**config.mk**
```make
export PLATFORM = sky130hd
export DESIGN_NAME = seq_game_engine
export DESIGN_NICKNAME = d
export VERILOG_FILES = /design/src/rtl/seq_game_engine.sv
export SDC_FILE = /design/constraint.sdc
export NUM_CORES = 1
export LEC_CHECK = 0
export BUFFER_PORTS_ARGS = -buffer_cell sky130_fd_sc_hd__buf_2
export CAP_MARGIN = 25
export CORE_ASPECT_RATIO = 0.6
export CORE_MARGIN = 1.5
export CORE_UTILIZATION = 57
export DETAILED_ROUTE_END_ITERATION = 8
export GPL_TIMING_DRIVEN = 1
export HOLD_SLACK_MARGIN = 0.06
export PLACE_DENSITY = 0.8
export SLEW_MARGIN = 5
export SYNTH_ARGS = -nofsm -noshare
export SYNTH_HDL_FRONTEND = slang
export SYNTH_SLANG_ARGS = --single-unit
```
**constraint.sdc**
```tcl
create_clock -name clk -period 3.4 [get_ports clk]
set_input_delay 0.17 -clock clk [delete_from_list [all_inputs] [get_ports clk]]
set_output_delay 0.17 -clock clk [all_outputs]
set_load 0.02 [all_outputs]
```
**src/rtl/seq_game_engine.sv**
```systemverilog
// Sequence-memory game core: plays a growing note sequence, then checks the player's answers.
// Optional answer timeout in LISTEN is built only when TIMEOUT_EN is defined.
module seq_game_engine #(
    parameter int NOTE_W        = 4,
    parameter int SEQ_LEN       = 8,
    parameter int START_LEN     = 3,
    parameter int TICK_DIV      = 5000000,
    parameter int NOTE_TICKS    = 2,
    parameter int GAP_TICKS     = 1,
    parameter int TIMEOUT_TICKS = 10
) (
    input  logic                         clk,
    input  logic                         reset,
    input  logic                         seq_load,
    input  logic [NOTE_W*SEQ_LEN-1:0]    seq_data,
    input  logic                         start,
    input  logic                         ans_valid,
    input  logic [NOTE_W-1:0]            ans_note,
    output logic [NOTE_W-1:0]            note_out,
    output logic [NOTE_W-1:0]            led_out,
    output logic [2:0]                   state_out,
    output logic [$clog2(SEQ_LEN+1)-1:0] level,
    output logic [7:0]                   score,
    output logic [7:0]                   miss_count,
    output logic                         miss,
    output logic                         round_ok,
    output logic                         win
);

    localparam int LW        = $clog2(SEQ_LEN + 1);
    localparam int TW        = (TICK_DIV > 1) ? $clog2(TICK_DIV) : 1;
    localparam int PHASE_MAX = (NOTE_TICKS > GAP_TICKS) ? NOTE_TICKS : GAP_TICKS;
    localparam int PW        = $clog2(PHASE_MAX + 1);

    localparam logic [LW-1:0] MAX_LEVEL   = LW'(SEQ_LEN);
    localparam logic [LW-1:0] FIRST_LEVEL = LW'(START_LEN);

    typedef enum logic [2:0] {
        IDLE     = 3'd0,
        PLAY_ON  = 3'd1,
        PLAY_GAP = 3'd2,
        LISTEN   = 3'd3,
        DONE     = 3'd4
    } state_t;

    state_t                      state, state_next;
    logic [NOTE_W*SEQ_LEN-1:0]   seq_reg, seq_next;
    logic [LW-1:0]               level_next;
    logic [LW-1:0]               idx, idx_next;
    logic [7:0]                  score_next, miss_count_next;
    logic [NOTE_W-1:0]           last_ans, last_ans_next;
    logic                        miss_next, round_ok_next, win_next;
    logic                        answered;
    logic [TW-1:0]               tick_cnt;
    logic [PW-1:0]               phase_cnt;
    logic                        tick;
    logic                        cnt_clear;
    logic                        last_idx;
    logic [NOTE_W-1:0]           cur_note;

    function automatic logic [7:0] sat_inc(input logic [7:0] v);
        return (v == 8'hFF) ? v : v + 8'd1;
    endfunction

    assign cur_note  = seq_reg[idx*NOTE_W +: NOTE_W];
    assign tick      = (tick_cnt == TW'(TICK_DIV - 1));
    assign last_idx  = (idx == level - LW'(1));
    // Every phase is timed from zero, so both counters restart on any state change or accepted answer.
    assign cnt_clear = (state_next != state) || answered;

`ifdef TIMEOUT_EN
    localparam int TOW = $clog2(TIMEOUT_TICKS + 1);

    logic [TOW-1:0] to_cnt;
    logic           timeout;

    assign timeout = (state == LISTEN) && tick && (to_cnt == TOW'(TIMEOUT_TICKS - 1));

    always_ff @(posedge clk or posedge reset) begin
        if (reset) begin
            to_cnt <= '0;
        end else if (cnt_clear) begin
            to_cnt <= '0;
        end else if (tick) begin
            to_cnt <= to_cnt + 1'b1;
        end
    end
`endif

    always_comb begin
        state_next      = state;
        seq_next        = seq_reg;
        level_next      = level;
        idx_next        = idx;
        score_next      = score;
        miss_count_next = miss_count;
        last_ans_next   = last_ans;
        miss_next       = 1'b0;
        round_ok_next   = 1'b0;
        win_next        = 1'b0;
        answered        = 1'b0;
        case (state)
            IDLE, DONE: begin
                if (seq_load) begin
                    seq_next = seq_data;
                end
                if (start) begin
                    state_next      = PLAY_ON;
                    level_next      = FIRST_LEVEL;
                    idx_next        = '0;
                    score_next      = 8'd0;
                    miss_count_next = 8'd0;
                end
            end
            PLAY_ON: begin
                if (tick && phase_cnt == PW'(NOTE_TICKS - 1)) begin
                    state_next = PLAY_GAP;
                end
            end
            PLAY_GAP: begin
                if (tick && phase_cnt == PW'(GAP_TICKS - 1)) begin
                    if (last_idx) begin
                        idx_next   = '0;
                        state_next = LISTEN;
                    end else begin
                        idx_next   = idx + 1'b1;
                        state_next = PLAY_ON;
                    end
                end
            end
            LISTEN: begin
                if (ans_valid) begin
                    answered      = 1'b1;
                    last_ans_next = ans_note;
                    if (ans_note != cur_note) begin
                        miss_next       = 1'b1;
                        miss_count_next = sat_inc(miss_count);
                        idx_next        = '0;
                        state_next      = PLAY_ON;
                    end else if (!last_idx) begin
                        idx_next = idx + 1'b1;
                    end else begin
                        round_ok_next = 1'b1;
                        score_next    = sat_inc(score);
                        if (level < MAX_LEVEL) begin
                            level_next = level + 1'b1;
                            idx_next   = '0;
                            state_next = PLAY_ON;
                        end else begin
                            win_next   = 1'b1;
                            state_next = DONE;
                        end
                    end
                end
`ifdef TIMEOUT_EN
                else if (timeout) begin
                    miss_next       = 1'b1;
                    miss_count_next = sat_inc(miss_count);
                    idx_next        = '0;
                    state_next      = PLAY_ON;
                end
`endif
            end
            default: begin
                state_next = IDLE;
            end
        endcase
    end

    always_ff @(posedge clk or posedge reset) begin
        if (reset) begin
            state      <= IDLE;
            seq_reg    <= '0;
            level      <= '0;
            idx        <= '0;
            score      <= 8'd0;
            miss_count <= 8'd0;
            last_ans   <= '0;
            miss       <= 1'b0;
            round_ok   <= 1'b0;
            win        <= 1'b0;
        end else begin
            state      <= state_next;
            seq_reg    <= seq_next;
            level      <= level_next;
            idx        <= idx_next;
            score      <= score_next;
            miss_count <= miss_count_next;
            last_ans   <= last_ans_next;
            miss       <= miss_next;
            round_ok   <= round_ok_next;
            win        <= win_next;
        end
    end

    always_ff @(posedge clk or posedge reset) begin
        if (reset) begin
            tick_cnt  <= '0;
            phase_cnt <= '0;
        end else if (cnt_clear) begin
            tick_cnt  <= '0;
            phase_cnt <= '0;
        end else if (tick) begin
            tick_cnt  <= '0;
            phase_cnt <= phase_cnt + 1'b1;
        end else begin
            tick_cnt  <= tick_cnt + 1'b1;
        end
    end

    // LEDs mirror the piezo during playback and echo the player's last answer while listening.
    always_comb begin
        note_out = '0;
        led_out  = '0;
        case (state)
            PLAY_ON: begin
                note_out = cur_note;
                led_out  = cur_note;
            end
            LISTEN: begin
                led_out = last_ans;
            end
            default: begin
            end
        endcase
    end

    assign state_out = state;

endmodule
```
### After elaboration in Yosys (flattened, before gate mapping)

Index checks and enable logic that the tools add are counted.

| cells by class | value |
|---|---|
| $add $sub $neg | 7 |
| magnitude comparators | 1 |
| equal/unequal tests | 21 |
| shifts and indexed selects | 1 |
| multiplexer cells | 53 |
| reduce and logical (&&, ||, !) cells | 15 |

Operators by type and width:

| cell | count |
|---|---|
| 8-bit 2-to-1 mux | 8 |
| 4-bit 2-to-1 mux | 13 |
| 23-bit 2-to-1 mux | 2 |
| 8-bit case mux with 2 select lines | 2 |
| 32-bit by 7-bit indexed part select with 4-bit output | 1 |
| 23-bit by 1-bit adder with 23-bit output (second input constant) | 1 |
| 23-bit == test (second input constant) | 1 |
| 3-bit 2-to-1 mux | 7 |
| 2-bit != test (second input constant) | 9 |
| 8-bit by 1-bit adder with 8-bit output (second input constant) | 2 |
| 8-bit == test (second input constant) | 2 |
| 4-bit case mux with 2 select lines | 2 |
| 1-bit 2-to-1 mux | 14 |
| 3-bit case mux with 4 select lines | 1 |
| 4-bit case mux with 3 select lines | 1 |
| 6-bit AND reduction | 2 |
| 5-bit AND reduction | 2 |
| 4-bit by 1-bit adder with 4-bit output (second input constant) | 2 |
| 3-bit by 2-bit == test with 1-bit output (second input constant) | 2 |
| 2-bit 2-to-1 mux | 3 |
| 4-bit == test | 1 |
| 4-bit less-than comparator (second input constant) | 1 |
| 4-bit != test | 1 |
| 4-bit != test (second input constant) | 1 |
| other kinds (14) | 17 |

| word-level totals | value |
|---|---|
| register bits after elaboration | 91 |

### Longest topological paths before layout

Gate-level depths: netlist of the first run.

| logic depth | value |
|---|---|
| depth after elaboration | 9 |
| mapped depth | 11 |
| gate-level depth less buffers | 9 |

### Least setup slack after synthesis of the first run

OpenSTA, ideal clock, no wires.

| timing | value |
|---|---|
| path kind | flip-flop to flip-flop |
| start point | register idx[0] |
| end point | register idx[1] |
| library setup time | 0.125 ns |
| arrival | 2.590 ns |
| data required time | 3.275 ns |
| path slack | 0.685 ns |
| cell stages (with the launch flop) | 10 |
| buffers on the path | 2 |
| period minus slack after synthesis | 2.715 ns |
| cells stage by stage | dfrtp_1 buf_6 buf_12 mux2i_1 mux4_2 o21a_1 or4_4 nor2_4 a41oi_4 mux2_4 |

| between the ends | value |
|---|---|
| cells in the longest elaborated chain, start to end | 5 |
| elaborated cells on any way between the ends | 12 |
| classes of those cells | 1 x add/sub; 3 x eq/ne; 1 x shift; 6 x mux; 1 x reduce/logical |

Ends and longest elaborated chain:

| item | line | RTL |
|---|---|---|
| start, declared | 49 | `logic [LW-1:0] idx, idx_next;` |
| start signal, assigned | 186 | `idx <= idx_next;` |
| 32-bit by 7-bit indexed part select with 4-bit output, or another cell as far along | 65 | `assign cur_note = seq_reg[idx*NOTE_W +: NOTE_W];` |
| 4-bit != test or 4-bit 2-to-1 mux (tied branches) | 135, 140 |  |
| 4-bit 2-to-1 mux | 135 | `if (ans_note != cur_note) begin` |
| 4-bit 2-to-1 mux | 132 | `if (ans_valid) begin` |
| 4-bit case mux with 3 select lines | 102 | `case (state)` |

Parallel ways exist; a longest one is shown, timed or not. The select of a mux whose other input is x is not followed.
A chain may end at the register's enable or synchronous reset.

### Final worst setup path of the first run

| timing | value |
|---|---|
| start point | register idx[0] |
| end point | register miss_count[7] |

| between the ends | value |
|---|---|
| cells in the longest elaborated chain, start to end | 4 |

Ends and longest elaborated chain:

| item | line | RTL |
|---|---|---|
| 32-bit by 7-bit indexed part select with 4-bit output | 65 |  |
| 4-bit != test | 135 |  |
| 2-bit != test (no source line) | n/a |  |
| 5-bit AND reduction (no source line) | n/a |  |
| end signal, assigned | 188 | `miss_count <= miss_count_next;` |
| end, declared | 24 | `output logic [7:0] miss_count,` |

No other way between the ends.

==> impl_metrics.toml, run 1 <==
[outcome]
status = "complete, no violations"

[floorplan]
start_util_pct = 59.9
rows = 25
fp.coreArea_mm2 = 0.00801
die_h_um = 74.1
dieArea_mm2 = 0.00900
die_x_um = 121
io-pin-count = 75

[synthesis]
synth-warning-count = 0
syn_nets = 504
synth_compound_area_share_pct = 9.13
synth.cell_area_mm2 = 0.00480
synth-xor-area-share_pct = 5.11
ys_types = 60
synth-simple-area-share_pct = 18.8
synthMuxAreaShare_pct = 14.0
synth.avg_cell_area_um2 = 10.5
async_reset_ff_share_pct = 100
synthFlopType = "dfrtp_1"
synth-adder-area-share_pct = 2.09
synth_edf_count = 0
yosysSeqAreaShare_pct = 47.5
synth_cells = 455
ys_ff_latch = 91
synth_top_family_by_area = "simple AND/OR/NAND/NOR gates"

[power]
ir_worst_vdd_uv = 910
p_leak_nw = 2.74
power.share.clock_pct = 24.9
power_density_mw_per_mm2 = 680
p_int_w = 0.00254
swShare_pct = 36.1
p_switching_w = 0.00144
pwr-share-comb_pct = 34.7
seq_power_share_pct = 40.4

[layout]
final-instance-count-excl-fill = 671
finalNetCount = 607
largest_register_ff_count = 32
drive_gt1_share_pct = 26.6
final_cell_mix = "dfrtp_1, buf_2, nor2_1, nand2_1, mux2_2"
synthToLayoutAreaGrowth_pct = 21.9
antennaDiodeCount = 0
stdcell_area_mm2 = 0.00585
final_common_cell = "dfrtp_1"

[timing]
setup_viol = 0
finalHoldViolCount = 0
finalCritPeriodShare_pct = 90.5
min_period_ns = 3.08
rsz0062_at_grt = "no"
worst_pin_slew_ns = 0.875
max_freq_ghz = 0.325
slew_headroom_pct = 41.1
drv_slew = 0
timing.setup.tns_ns = 0
finClkSkew_ns = 0.00515
setup_ws_ns = 0.322

[place]
io_buffers = 74
dp_cells = 625
pre_cts_ws_ns = 0.422
hpwl_mm = 8.18
gp_congestion = 0.945
placed_area_mm2 = 0.00526

[drt]
via_count = 3990
drc = 0
wirelength_mm = 12.0
ant_nets = 0
wl_per_cell_um = 17.8
drt-pass1-iter-count = 7
dr.first_iter.drc_count = 507
viasPerCell = 5.95

[clocking]
clock_sinks = 91
cts_tree = "yes"
cts_buffer_depth = 2
cts_setup_buffers = 0
cts-root-buf = "clkbuf_16"
clock_latency_ns = 0.35
ctsHtreeMaxLevel = 3
numCtsBuffers = 9
cts.reportedPaths.clkPinSlew_ns = 0.06

[critical_path]
crit_chain = "mux4_1 -> mux2i_1 -> o21ai_0 -> and4_1 -> a31o_2 -> or4_1 -> a21oi_1"
cp.required_ns = 3.67
cp-end-kind = "register"
slowest_stage = "dfrtp_1"
path_max_fanout = 15
cp_num_buf_inv = 0
critPathKind = "register to register"
slowest_delay_ns = 0.71
path_delay_family = "multiplexers"
worstPathArrival_ns = 3.35
start_kind = "register"

[flow_run]
cap_viol_max_count = 0

[global_routing]
grt_pass1_wl_mm = 19.7
grt-ovfl-total = 0
grt_pass1_vias = 3812
grt_max_degree = 45
antenna_found_initial = 0
track_usage_pct = 29.3

[worst_hold_path]
worstHoldPathType = "input port to register"
Yosys cell counts, drive strengths merged, types with 2 or more instances:
master | count | area share [%]
o31a | 2 | 0.37
nor4 | 5 | 0.96
ha | 8 | 2.1
o21a | 3 | 0.47
a21o | 4 | 0.63
nor2 | 48 | 3.9
nand2b | 2 | 0.26
a41o | 2 | 0.42
mux2i | 14 | 2.9
o31ai | 3 | 0.47
nand3 | 19 | 2.0
o21ai | 16 | 1.7
nor3 | 10 | 1.1
buf | 12 | 1.7
dfrtp | 91 | 47
a41oi | 2 | 0.76
nand2 | 42 | 3.3
or4 | 4 | 0.70
and4 | 6 | 1.1
a211oi | 3 | 0.47
a31o | 4 | 0.73
or3 | 9 | 1.2
mux4 | 6 | 3.0
inv | 15 | 1.2
xnor2 | 9 | 1.6
a21oi | 17 | 1.8
clkbuf | 8 | 0.63
mux2 | 34 | 8.1
a21boi | 2 | 0.31
nand4 | 11 | 1.6
xor2 | 19 | 3.5
and3 | 11 | 1.5
or2 | 2 | 0.26
power by group through the flow:
stage | sequential (W) | clock [W] | combinational (W)
6_report | 0.00161 | 0.000989 | 0.00138
5_1_grt | 0.00164 | 0.00106 | 0.00151
4_1_cts | 0.00160 | 0.00100 | 0.00136
3_5_place_dp | 0.00160 | 0 | 0.00132
3_3_place_gp | 0.00160 | 0 | 0.00127
2_1_floorplan | 0.00152 | 0 | 0.00101
worst paths after layout:
path                                          from                        end  slack, ns  depth (start not counted)
max                             idx[0]$_DFFE_PP0P_  miss_count[7]$_DFFE_PP0P_       0.32                          7
min                                    ans_note[2]    last_ans[2]$_DFFE_PP0P_       0.07                          3
max reg2reg                     idx[0]$_DFFE_PP0P_  miss_count[7]$_DFFE_PP0P_       0.32                          7
min reg2reg                last_ans[3]$_DFFE_PP0P_    last_ans[3]$_DFFE_PP0P_       0.48                          2
max in group asynchronous                    reset     state_out[1]$_DFF_PP0_       2.10                          4
min in group asynchronous                    reset    last_ans[1]$_DFFE_PP0P_       0.47                          3
final cells by class:
cell class                      instances  area, um2
Multi-Input combinational cell        329       2350
Clock inverter                          7       68.8
Tap cell                              108        135
Fill cell                             569       2160
Timing Repair Buffer                  112        731
Clock buffer                            9        225
Inverter                               15       57.6
Sequential cell                        91       2280
cells by family after synthesis:
| family | Yosys count |
|---|---|
| buffers and inverters | 35 |
| adders and majority gates | 8 |
| and+or+nand+nor | 175 |
| DFF | 91 |
| AOI/OAI and AO/OA | 64 |
| xor gates and xnor gates | 28 |
| muxes | 54 |
per-layer routing:
metal	routed length (um)	vias to the layer above	global-route usage [%]
met3	1150	20	10.7
li1	-	1847	-
met1	5430	1935	41.6
met2	5160	188	41.8
met5	0	-	0
met4	205	0	10.2
per-stage QoR:
step | power (W) | utilization, % | hold slack (ns)
after CTS | 0.00396 | 72.7 | 0.0610
after global placement | 0.00287 | 65.6 | 0.322
after global routing | 0.00421 | 73.0 | 0.0779
after detailed placement | 0.00292 | 65.6 | 0.324
after floorplan | 0.00253 | - | 0.275
final | 0.00398 | 73.0 | 0.0718
timing repair:
| action | 4_1_cts | 5_1_grt |
|---|---|---|
| gates resized for setup | 0 | 0 |
| hold endpoints to repair | 68 | 3 |
| hold buffers | 27 | 3 |
worst min-delay path: stages:
cell	delay [ns]
buf_2	0.11
nand2_1	0.05
nand2_1	0.06
No activity file was read; power rests on OpenSTA's default activity.
==> run 2, diff against run 1 <==
--- a/config.mk
+++ b/config.mk
@@ -9,11 +9,12 @@
 export CAP_MARGIN = 25
 export CORE_ASPECT_RATIO = 0.6
 export CORE_MARGIN = 1.5
-export CORE_UTILIZATION = 57
+export CORE_UTILIZATION = 42
+export CTS_CLUSTER_SIZE = 16
 export DETAILED_ROUTE_END_ITERATION = 8
 export GPL_TIMING_DRIVEN = 1
 export HOLD_SLACK_MARGIN = 0.06
-export PLACE_DENSITY = 0.8
+export SKIP_LAST_GASP = 1
 export SLEW_MARGIN = 5
 export SYNTH_ARGS = -nofsm -noshare
 export SYNTH_HDL_FRONTEND = slang
==> run 2 against run 1 <==
  * Power decreased by 0.17%
  * Sequential cell count unchanged
  * Final cell count increased by 3.9%
  * Die area increased by 34%
  * Non-clock buffer count decreased by 5
  * Sequential share of layout area decreased by 0.17 points
  * Sequential power about the same
  * Global-route usage decreased by 9.1 points
  * Setup slack improved by 0.053 ns
  * First-iteration DRC count decreased by 52%
  * Clock skew increased by 0.0037 ns
  * Critical endpoint is now score[2]$_DFFE_PP0P_
  * Largest cell class unchanged
==> impl_metrics.toml, run 2 (synthesized netlist as in run 1, its figures left out) <==
[place]
io_buffers = 74
gp_congestion = 0.820
hpwl_mm = 8.21

[layout]
final_common_cell = "dfrtp_1"
fin_util_pct = 54.2
antennaDiodeCount = 0
synthToLayoutAreaGrowth_pct = 22.5
drive_gt1_share_pct = 27.1
largest_register_ff_count = 32
finalNetCount = 602
final_cell_mix = "dfrtp_1, buf_2, nor2_1, nand2_1, mux2_2"

[outcome]
status = "complete, no violations"

[flow_run]
cap_viol_max_count = 0

[timing]
finalCritPeriodShare_pct = 89.0
min_period_ns = 3.03
drv_slew = 0
setup_viol = 0
timing.setup.tns_ns = 0
rsz0062_at_grt = "no"
max_freq_ghz = 0.331
finClkSkew_ns = 0.00890
worst_pin_slew_ns = 0.727
slew_headroom_pct = 51.1
finalHoldViolCount = 0

[drt]
ant_nets = 0
wl_per_cell_um = 16.2
wirelength_mm = 11.3
drc = 0
drt-pass1-iter-count = 4
dr.first_iter.drc_count = 243
via_count = 3771
viasPerCell = 5.41

[global_routing]
grt_pass1_wl_mm = 19.1
grt_max_degree = 41
grt-ovfl-total = 0
track_usage_pct = 20.2
antenna_found_initial = 0
grt_pass1_vias = 3691

[floorplan]
rows = 29
io-pin-count = 75
start_util_pct = 44.2
die_x_um = 141
dieArea_mm2 = 0.0121
die_h_um = 85.8
fp.coreArea_mm2 = 0.0108

[clocking]
cts_resized = 0
cts_buffer_depth = 2
ctsHtreeMaxLevel = 3
numCtsBuffers = 9
clock_sinks = 91
cts_tree = "yes"
cts.reportedPaths.clkPinSlew_ns = 0.07
clock_latency_ns = 0.34
cts-root-buf = "clkbuf_16"

[power]
ir_worst_vdd_uv = 523
p_leak_nw = 2.74
power_density_mw_per_mm2 = 676

[critical_path]
worstPathArrival_ns = 3.26
cp.required_ns = 3.63
cp-end-kind = "register"
start_kind = "register"
path_max_fanout = 12
r2r_cells = 7
critPathKind = "register to register"

[worst_hold_path]
worstHoldPathType = "input port to register"
hold_path_depth = 2
[run 2: repair_timing]
item	CTS	global route
endpoints found under the hold margin	39	2
buffers inserted	0	0
hold buffers	22	2
setup endpoints to repair	0	0
[run 2: critical path: stages, from the launching register on]
cell	delay (ns)
dfrtp_1	0.71
mux2i_1	0.16
mux4_2	0.51
o21a_1	0.23
nor4_4	0.43
and4_1	0.50
a31oi_1	0.15
a41o_1	0.22
[run 2: cell type report]
cell class,count,area [um2]
clock buffer,10,239
clock inverter,6,70.1
fill,942,4970
inverter,15,57.6
multi-input combinational,329,2350
sequential,91,2280
tap,139,174
timing repair buffer,107,703
[run 2: power by group]
| group | internal [W] | switching [W] |
|---|---|---|
| combinational | 0.000608 | 0.000741 |
| sequential | 0.00136 | 0.000231 |
| clock | 0.000598 | 0.000430 |
| total | 0.00257 | 0.00140 |
[run 2: path summary, 6_finish.rpt]
path	startpoint	endpoint	slack [ns]
max	idx[0]$_DFFE_PP0P_	score[2]$_DFFE_PP0P_	0.37
min	seq_data[31]	seq_reg[31]$_DFFE_PP0P_	0.07
max reg2reg	idx[0]$_DFFE_PP0P_	score[2]$_DFFE_PP0P_	0.37
min reg2reg	last_ans[2]$_DFFE_PP0P_	last_ans[2]$_DFFE_PP0P_	0.48
max in group asynchronous	reset	miss_count[4]$_DFFE_PP0P_	2.30
min in group asynchronous	reset	tick_cnt[17]$_DFF_PP0_	0.33
[run 2: stage by stage]
step | area, um2 | worst slack, ns | power, W | cells | hold WS [ns]
after CTS | 5860 | 0.403 | 0.00399 | 695 | 0.0608
after global routing | 5880 | 0.191 | 0.00422 | 697 | 0.0612
after global placement | 5310 | 0.512 | 0.00290 | 656 | 0.402
after floorplan | 4800 | 0.685 | 0.00253 | 455 | 0.275
final | 5880 | 0.374 | 0.00397 | 697 | 0.0690
after detailed placement | 5330 | 0.419 | 0.00293 | 657 | 0.150
[run 2: per-layer routing]
layer / GRT usage [%] / wire [um]
met3: 4.58 / 618
met4: 4.26 / 30
met2: 28.9 / 4620
met1: 31.1 / 6010
met5: 0 / 0
